### src/rtl/timer_slave_if.sv
`default_nettype none
// ============================================================================
//  Module      : timer_slave_if
//  Description : Memory-map slave port bundle for the down-counting timer:
//                write data, byte address, write/slave selects, combinational
//                read data and the level interrupt.
//  Revision    : 1.0 - initial release
// ============================================================================
interface timer_slave_if #(
    parameter int DATA_WIDTH = 32
) ();
    logic [DATA_WIDTH-1:0] wd;
    logic [31:0]           address;
    logic                  we;
    logic                  re;
    logic [DATA_WIDTH-1:0] rd;
    logic                  irq;

    modport master (
        output wd, address, we, re,
        input  rd, irq
    );

    modport slave (
        input  wd, address, we, re,
        output rd, irq
    );
endinterface
`default_nettype wire

### src/rtl/timer_slave.sv
`default_nettype none
// ============================================================================
//  Module      : timer_slave
//  Description : Memory-mapped down-counting timer with programmable
//                prescaler, one-shot / auto-reload modes, sticky expiry flag
//                and level interrupt. Reads are combinational (same cycle),
//                writes land on the next rising edge.
//  Revision    : 1.0 - initial release
// ============================================================================
module timer_slave #(
    parameter int DATA_WIDTH     = 32,
    parameter int PRESCALE_WIDTH = 16
) (
    input  wire logic      clk,
    input  wire logic      rst,
    timer_slave_if.slave   bus
);

    // Word selects decoded from address[4:2]
    localparam logic [2:0] c_sel_ctrl     = 3'd0;
    localparam logic [2:0] c_sel_load     = 3'd1;
    localparam logic [2:0] c_sel_count    = 3'd2;
    localparam logic [2:0] c_sel_status   = 3'd3;
    localparam logic [2:0] c_sel_prescale = 3'd4;

    logic                      r_enable;
    logic                      r_auto_reload;
    logic                      r_irq_en;
    logic [DATA_WIDTH-1:0]     r_load;
    logic [DATA_WIDTH-1:0]     r_count;
    logic                      r_expired;
    logic [PRESCALE_WIDTH-1:0] r_prescale;
    logic [PRESCALE_WIDTH-1:0] r_pcnt;

    logic [2:0]                w_sel;
    logic                      w_wr_ctrl;
    logic                      w_wr_load;
    logic                      w_wr_count;
    logic                      w_wr_status;
    logic                      w_wr_prescale;
    logic                      w_tick;
    logic                      w_expire;
    logic [DATA_WIDTH-1:0]     w_rd;
    logic                      w_unused_addr;

    // Only the word index is decoded; the remaining address bits are ignored.
    assign w_sel         = bus.address[4:2];
    assign w_unused_addr = ^{bus.address[31:5], bus.address[1:0]};

    // The master gates both strobes, so a write needs only we.
    assign w_wr_ctrl     = bus.we && (w_sel == c_sel_ctrl);
    assign w_wr_load     = bus.we && (w_sel == c_sel_load);
    assign w_wr_count    = bus.we && (w_sel == c_sel_count);
    assign w_wr_status   = bus.we && (w_sel == c_sel_status);
    assign w_wr_prescale = bus.we && (w_sel == c_sel_prescale);

    // A tick needs an exact match, so lowering PRESCALE below pcnt lets pcnt
    // run through its natural wrap before the next tick.
    assign w_tick   = r_enable && (r_pcnt == r_prescale);
    assign w_expire = w_tick && (r_count == '0);

    // Prescaler: held at zero while disabled, wraps to zero on every tick.
    always_ff @(posedge clk) begin
        if (rst) begin
            r_pcnt <= '0;
        end else if (!r_enable || w_tick) begin
            r_pcnt <= '0;
        end else begin
            r_pcnt <= r_pcnt + 1'b1;
        end
    end

    // Control bits: a CPU write overrides the one-shot self-disable.
    always_ff @(posedge clk) begin
        if (rst) begin
            r_enable      <= 1'b0;
            r_auto_reload <= 1'b0;
            r_irq_en      <= 1'b0;
        end else if (w_wr_ctrl) begin
            r_enable      <= bus.wd[0];
            r_auto_reload <= bus.wd[1];
            r_irq_en      <= bus.wd[2];
        end else if (w_expire && !r_auto_reload) begin
            r_enable      <= 1'b0;
        end
    end

    // Reload value and prescaler divisor are plain CPU registers.
    always_ff @(posedge clk) begin
        if (rst) begin
            r_load     <= '0;
            r_prescale <= '0;
        end else begin
            if (w_wr_load) begin
                r_load <= bus.wd;
            end
            if (w_wr_prescale) begin
                r_prescale <= bus.wd[PRESCALE_WIDTH-1:0];
            end
        end
    end

    // Counter: CPU write beats the tick; expiry reloads or parks at zero.
    always_ff @(posedge clk) begin
        if (rst) begin
            r_count <= '0;
        end else if (w_wr_count) begin
            r_count <= bus.wd;
        end else if (w_tick) begin
            if (r_count != '0) begin
                r_count <= r_count - 1'b1;
            end else if (r_auto_reload) begin
                r_count <= r_load;
            end
        end
    end

    // Sticky expiry flag: a fresh expiry beats a simultaneous clear.
    always_ff @(posedge clk) begin
        if (rst) begin
            r_expired <= 1'b0;
        end else if (w_expire) begin
            r_expired <= 1'b1;
        end else if (w_wr_status && bus.wd[0]) begin
            r_expired <= 1'b0;
        end
    end

    // Combinational read mux, forced to zero when the slave is not selected.
    always_comb begin
        w_rd = '0;
        if (bus.re) begin
            case (w_sel)
                c_sel_ctrl:     w_rd = {{(DATA_WIDTH-3){1'b0}}, r_irq_en, r_auto_reload, r_enable};
                c_sel_load:     w_rd = r_load;
                c_sel_count:    w_rd = r_count;
                c_sel_status:   w_rd = {{(DATA_WIDTH-1){1'b0}}, r_expired};
                c_sel_prescale: w_rd = DATA_WIDTH'(r_prescale);
                default:        w_rd = '0;
            endcase
        end
    end

    assign bus.rd  = w_rd;
    assign bus.irq = r_expired & r_irq_en;

endmodule
`default_nettype wire

### src/flat_wrapper.sv
// flat-port wrapper written by rule: the top's interface ports become plain ports
module timer_slave_flat 
#(
    parameter int DATA_WIDTH     = 32,
    parameter int PRESCALE_WIDTH = 16
)
  (clk, rst, bus_wd, bus_address, bus_we, bus_re, bus_rd, bus_irq);
  timer_slave_if #(.DATA_WIDTH(DATA_WIDTH)) bus_i ();
  input  wire logic clk;
  input  wire logic rst;
  input wire logic [$bits(bus_i.wd)-1:0] bus_wd;
  input wire logic [$bits(bus_i.address)-1:0] bus_address;
  input wire logic [$bits(bus_i.we)-1:0] bus_we;
  input wire logic [$bits(bus_i.re)-1:0] bus_re;
  output wire logic [$bits(bus_i.rd)-1:0] bus_rd;
  output wire logic [$bits(bus_i.irq)-1:0] bus_irq;
  assign bus_i.wd = bus_wd;
  assign bus_i.address = bus_address;
  assign bus_i.we = bus_we;
  assign bus_i.re = bus_re;
  assign bus_rd = bus_i.rd;
  assign bus_irq = bus_i.irq;
  timer_slave #(.DATA_WIDTH(DATA_WIDTH), .PRESCALE_WIDTH(PRESCALE_WIDTH)) u_core (.clk(clk), .rst(rst), .bus(bus_i));
endmodule
### config.mk
export PLATFORM = sky130hd
export DESIGN_NAME = timer_slave_flat
export DESIGN_NICKNAME = d
export VERILOG_FILES = /design/src/rtl/timer_slave_if.sv /design/src/rtl/timer_slave.sv /design/src/flat_wrapper.sv
export SDC_FILE = /design/constraint.sdc
export NUM_CORES = 1
export LEC_CHECK = 0
export ABC_CLOCK_PERIOD_IN_PS = 6600
export CAP_MARGIN = 0
export CELL_PAD_IN_SITES_DETAIL_PLACEMENT = 1
export CELL_PAD_IN_SITES_GLOBAL_PLACEMENT = 1
export CORE_MARGIN = 2
export CORE_UTILIZATION = 42
export DETAILED_ROUTE_END_ITERATION = 12
export GPL_ROUTABILITY_DRIVEN = 0
export PLACE_DENSITY_LB_ADDON = 0.1
export RECOVER_POWER = 25
export SLEW_MARGIN = 10
export SYNTH_ARGS = -nofsm -noshare
export SYNTH_HDL_FRONTEND = slang
export SYNTH_SLANG_ARGS = --single-unit
### constraint.sdc
create_clock -name clk -period 6.6 [get_ports clk]
set_input_delay 1.98 -clock clk [delete_from_list [all_inputs] [get_ports clk]]
set_output_delay 1.98 -clock clk [all_outputs]
set_load 0.01 [all_outputs]
# == Yosys cells after proc, flatten, opt, wreduce, memory -nomap -nowiden ==
# Cells that the tools add are included.
# op_classes
addsub,2
n_eq_ne,5
n_mux,10
n_bitwise,1
n_reduce_logical,21
# op_table
operator,count
two-way mux 32 bit,5
one-hot mux 32 bit (5 select lines),1
logical NOT 32 bit,1
nonzero test 32 bit,1
subtractor 32 x 1 -> 32 bit (second input constant),1
adder 16 x 1 -> 16 bit (second input constant),1
equality test 16 bit,1
logical AND 1 bit,9
equality test 3 x 2 -> 1 bit (second input constant),2
nonzero test 2 bit,3
two-way mux 1 bit,4
equality test 3 x 1 -> 1 bit (second input constant),1
equality test 3 bit (second input constant),1
logical NOT 3 bit,1
nonzero test 3 bit,1
logical NOT 1 bit,2
AND reduction 2 bit,1
OR reduction 2 bit,1
bitwise AND 1 bit,1
logical OR 1 bit,1
# word_totals
register_bits,100
input_bits,68
wordCells,47

# == Longest topological paths before layout ==
# depth
word_depth,6
depth_mapped,10

# == Worst setup path before layout ==
# Ideal clock, no wire load.
# synth_path
kind,input-to-output
startpoint,input port bus_address[3]
endpoint,output port bus_rd[10]
arrival_time_ns,3.336
required_ns,4.620
path_slack_ns,1.284
cell_stages,7
path_cell_list,clkbuf_1 nor2b_1 clkbuf_1 nor2b_1 clkbuf_1 a21oi_1 nor2_1
# synth_via
elab_chain_cells,3
word_cells_on_any_way,7
classes_between,eq/ne: 4; mux: 2; reduce/logical: 1
# synth_rtl
item,line,text
"start, declared",flat_wrapper.sv:12,input wire logic [$bits(bus_i.address)-1:0] bus_address;
equality test 3 bit (tied with other cells),timer_slave.sv:133,case (w_sel)
one-hot mux 32 bit (5 select lines) (*),timer_slave.sv:133,
two-way mux 32 bit (*),timer_slave.sv:132,if (bus.re) begin
"end, declared",flat_wrapper.sv:15,output wire logic [$bits(bus_i.rd)-1:0] bus_rd;
# Every way passes the cells marked *; elsewhere a longest branch is shown, timed or not.

# == Worst setup path in the final report ==
# layout_path
startpoint,input port bus_address[4]
endpoint,output port bus_rd[15]
# Same word-level chain as after synthesis.

==> results.md <==
- Status: finished with violations
- Failing checks: max-capacitance violations, max-slew violations
- CP max stage delay: 0.86 ns
- Post-CTS Hold Buffers: 0
- Leading cell type in the layout, fill and taps excluded: nand2_1
- Clk slew on worst S/H paths: roughly 0.070 ns
- Die area: 14800 µm²
- Power density over cell area: roughly 230 nW/µm²
- Layout Skew: 0.0137 ns
- Diodes inserted: 0
- DR vias: 5966
- Die X: 122 µm
- CTS max path bufs: 2
- Wirelength per Cell: approximately 21 µm
- Synth cell types: 64
- R2R depth: 7
- Non-Filler Instances: 991
- Vias in the first global route: 6064
- Cell-by-cell trace of the critical path: dlygate4sd3_1 > nor2b_1 > buf_4 > a22oi_1 > nor2_1 > a21oi_1 > nor2_1 > clkdlybuf4s50_1
- Final #Nets: 883
- Max FO, Critical Path: 14
- Register area share after synthesis: 34.5%
- Area contributors post-synth: dfxtp_1 35%, nand2_1 8.9%, a21oi_1 7.5%
- Pre-antenna DRT Iters: 5
- Syn Nets: 846
- DR vias/cell: ~6.0
- ANT nets after route: 0
- Worst R2R Start: u_core.r_prescale[12]
- #FFs+latches synth: 100
- Clk Latency, worst-skew pair: 0.37 ns
- Slew HR: -121%
- Worst hold start: u_core.r_load[4]
- Fin. Hold Viols: 0
- Largest net degree at the start of global routing: 65
- Max Slew Vio Count: between 60 and 70
- Synthesized instance count: between 700 and 800
- Worst Tran Pin Value: 3.32 ns
- Most used cell, CP: nor2_1
- Core box area: 13300 µm²
- Mapped Area: 5800 µm²
- Max VDD drop: around 130 µV
- Min-Delay Path Class: flip-flop to flip-flop
- Total placed cells including tap cells: 977
- Unrepaired setup endpoints after global routing: no
- Congestion Overflow GR: 0
- Ys flop type: dfxtp_1
- Async S/R FF share, synth: 0%
- CP arrival: 4.29 ns
- Hold path cells: 2
- Starting Density: 43.5%
- First-pass GRT wire length: 32.5 mm
- Area leader, netlist: dfxtp_1
- Num ports: around 100
- CTS sink count: 100
- Fraction of layout cells with a size suffix above 1: 5.40%
- Cell family contributing the most delay on the critical path: buffers and inverters
- Critical path startpoint category: input pin
- Reported max-cap violation count: 1
- Area Growth Syn to Fin: 18.2%
- H-tree lvl count: 3
- WHS Endpoint: u_core.r_load[4]
- HPWL after DPL: between 10 and 15 mm
- Cts repair resizes: 0
- Reg-to-reg setup timing slack: 3.45 ns
- Std-Cell Rows: 42
- F_max: 160 MHz
- Total power: 1.57 mW
- DR iter-0 viols: 446
- Endpoint class of the critical path: output port
- TritonCTS clock tree: yes
- Yosys top cell area share: 34.5%
- Synth warnings: 0
- Worst Path Class, Setup: input pin to output port
- Vert. Die Dim: 122 µm
- Most frequent cells in the layout: 138 x nand2_1, 100 x dfxtp_1, 91 x nor2_1
- CP bufs+invs: 3
- Final min period: between 6 and 7 ns
- Post-Route WL: just over 20 mm
- Initial antenna violation count: 0
- Root Buffer: clkbuf_16
- Pleak: around 2.3 nW
- Worst EP required: around 4.6 ns
- Post-CTS setup buffer count: 0
- Tcrit/Tclk final: between 90% and 100%
- Slowest-stage cell, CP: dlygate4sd3_1
- Setup TNS Final: 0 ns
- Overall routing resource usage: 28.2%
- Num CTS Buffers: 9
- Number of fill cells in the layout: between 1.5k and 2k
- RR Endpoint: u_core.r_count[17]
- Finish-stage setup viols: 0
- Hold slack: 0.477 ns
- # DRC: 0
- Synth Area per Inst: 7.49 µm²
- I/O Buffers: 71
- Post-synth EDFFs: 0
-- cell usage after synthesis, drive strengths merged (3+ instances only) --
master and number:
nand3 18, o21bai 3, o32a 3, or3 12, o211ai 12, nand2b 5, xor2 15, nor3 17
a21oi 87, mux2i 15, o31ai 4, a211o 5, buf 13, nor2 92, a311oi 6, nor2b 7
ha 3, nor4 14, a22oi 29, and3 3, inv 16, a22o 5, or4 7, clkbuf 45
mux2 3, and2 7, nand2 138, o21ai 25, dfxtp 100, a32oi 5, nand4 11, xnor2 24
-- worst max path at each step --
stage / start / to / depth (start not counted)
after floorplan: bus_address[3] / bus_rd[10] / 7
after global placement: bus_address[4] / bus_rd[15] / 8
after detailed placement: bus_address[4] / bus_rd[15] / 8
after CTS: bus_address[4] / bus_rd[15] / 8
after global routing: bus_address[4] / bus_rd[6] / 8
final: bus_address[4] / bus_rd[15] / 8
-- kinds of logic (layout without fill, tap and decap cells) --
family,after synthesis,count (layout),share of synthesized area (%)
AND/OR/NAND/NOR,336,336,27.0
AO/OA/AOI/OAI,204,204,23.1
flip-flops,100,100,34.5
buffers and inverters,74,114,5.28
XOR/XNOR,39,39,5.89
multiplexers,19,19,3.56
adder cells (fa/ha/maj),3,3,0.647
-- power by group --
part / internal, mW / switching [mW] / total [mW] / leakage [nW]
logic: 0.151 / 0.245 / 0.396 / 1.34
registers: 0.618 / 0.0213 / 0.639 / 0.809
clock network: 0.291 / 0.248 / 0.539 / 0.138
total: 1.06 / 0.515 / 1.57 / 2.29
-- stage by stage --
step | worst slack (ns) | instance area (µm²) | util, %
after global placement | 0.487 | 6580 | 49.3
after CTS | 0.419 | 6860 | 51.4
after global routing | 0.194 | 6860 | 51.4
after floorplan | 1.28 | 5800 | -
after detailed placement | 0.450 | 6580 | 49.3
final | 0.334 | 6860 | 51.4
-- registers in the layout (all words and copies together) (netlist names) --
| register | flops |
|---|---|
| u_core.r_load | 32 |
| u_core.r_irq_en | 1 |
| u_core.r_pcnt | 16 |
| u_core.r_count | 32 |
| u_core.r_auto_reload | 1 |
| u_core.r_expired | 1 |
| u_core.r_enable | 1 |
| u_core.r_prescale | 16 |
-- final cells by class --
| type | instances | area (µm²) | area share (%) |
|---|---|---|---|
| clock inverters | 4 | 52.6 | 0.766 |
| repair buffers | 84 | 800 | 11.7 |
| well taps | 176 | 220 | 3.21 |
| clock buffers | 10 | 229 | 3.34 |
| multi-input cells | 601 | 3500 | 51.0 |
| inverters | 16 | 60.1 | 0.876 |
| flip-flops and latches | 100 | 2000 | 29.2 |
-- worst min-delay path: stages, from the launching register on --
cell and delay, ns:
dfxtp_1 0.32, nand2_1 0.06, a21oi_1 0.05
-- metal layers --
layer,track usage [%],share of wire (%)
met1,36.5,44
met2,47.2,49
met3,5.15,5.0
met4,10.3,2.3
met5,0,0
No activity file was read; power rests on OpenSTA's default activity.
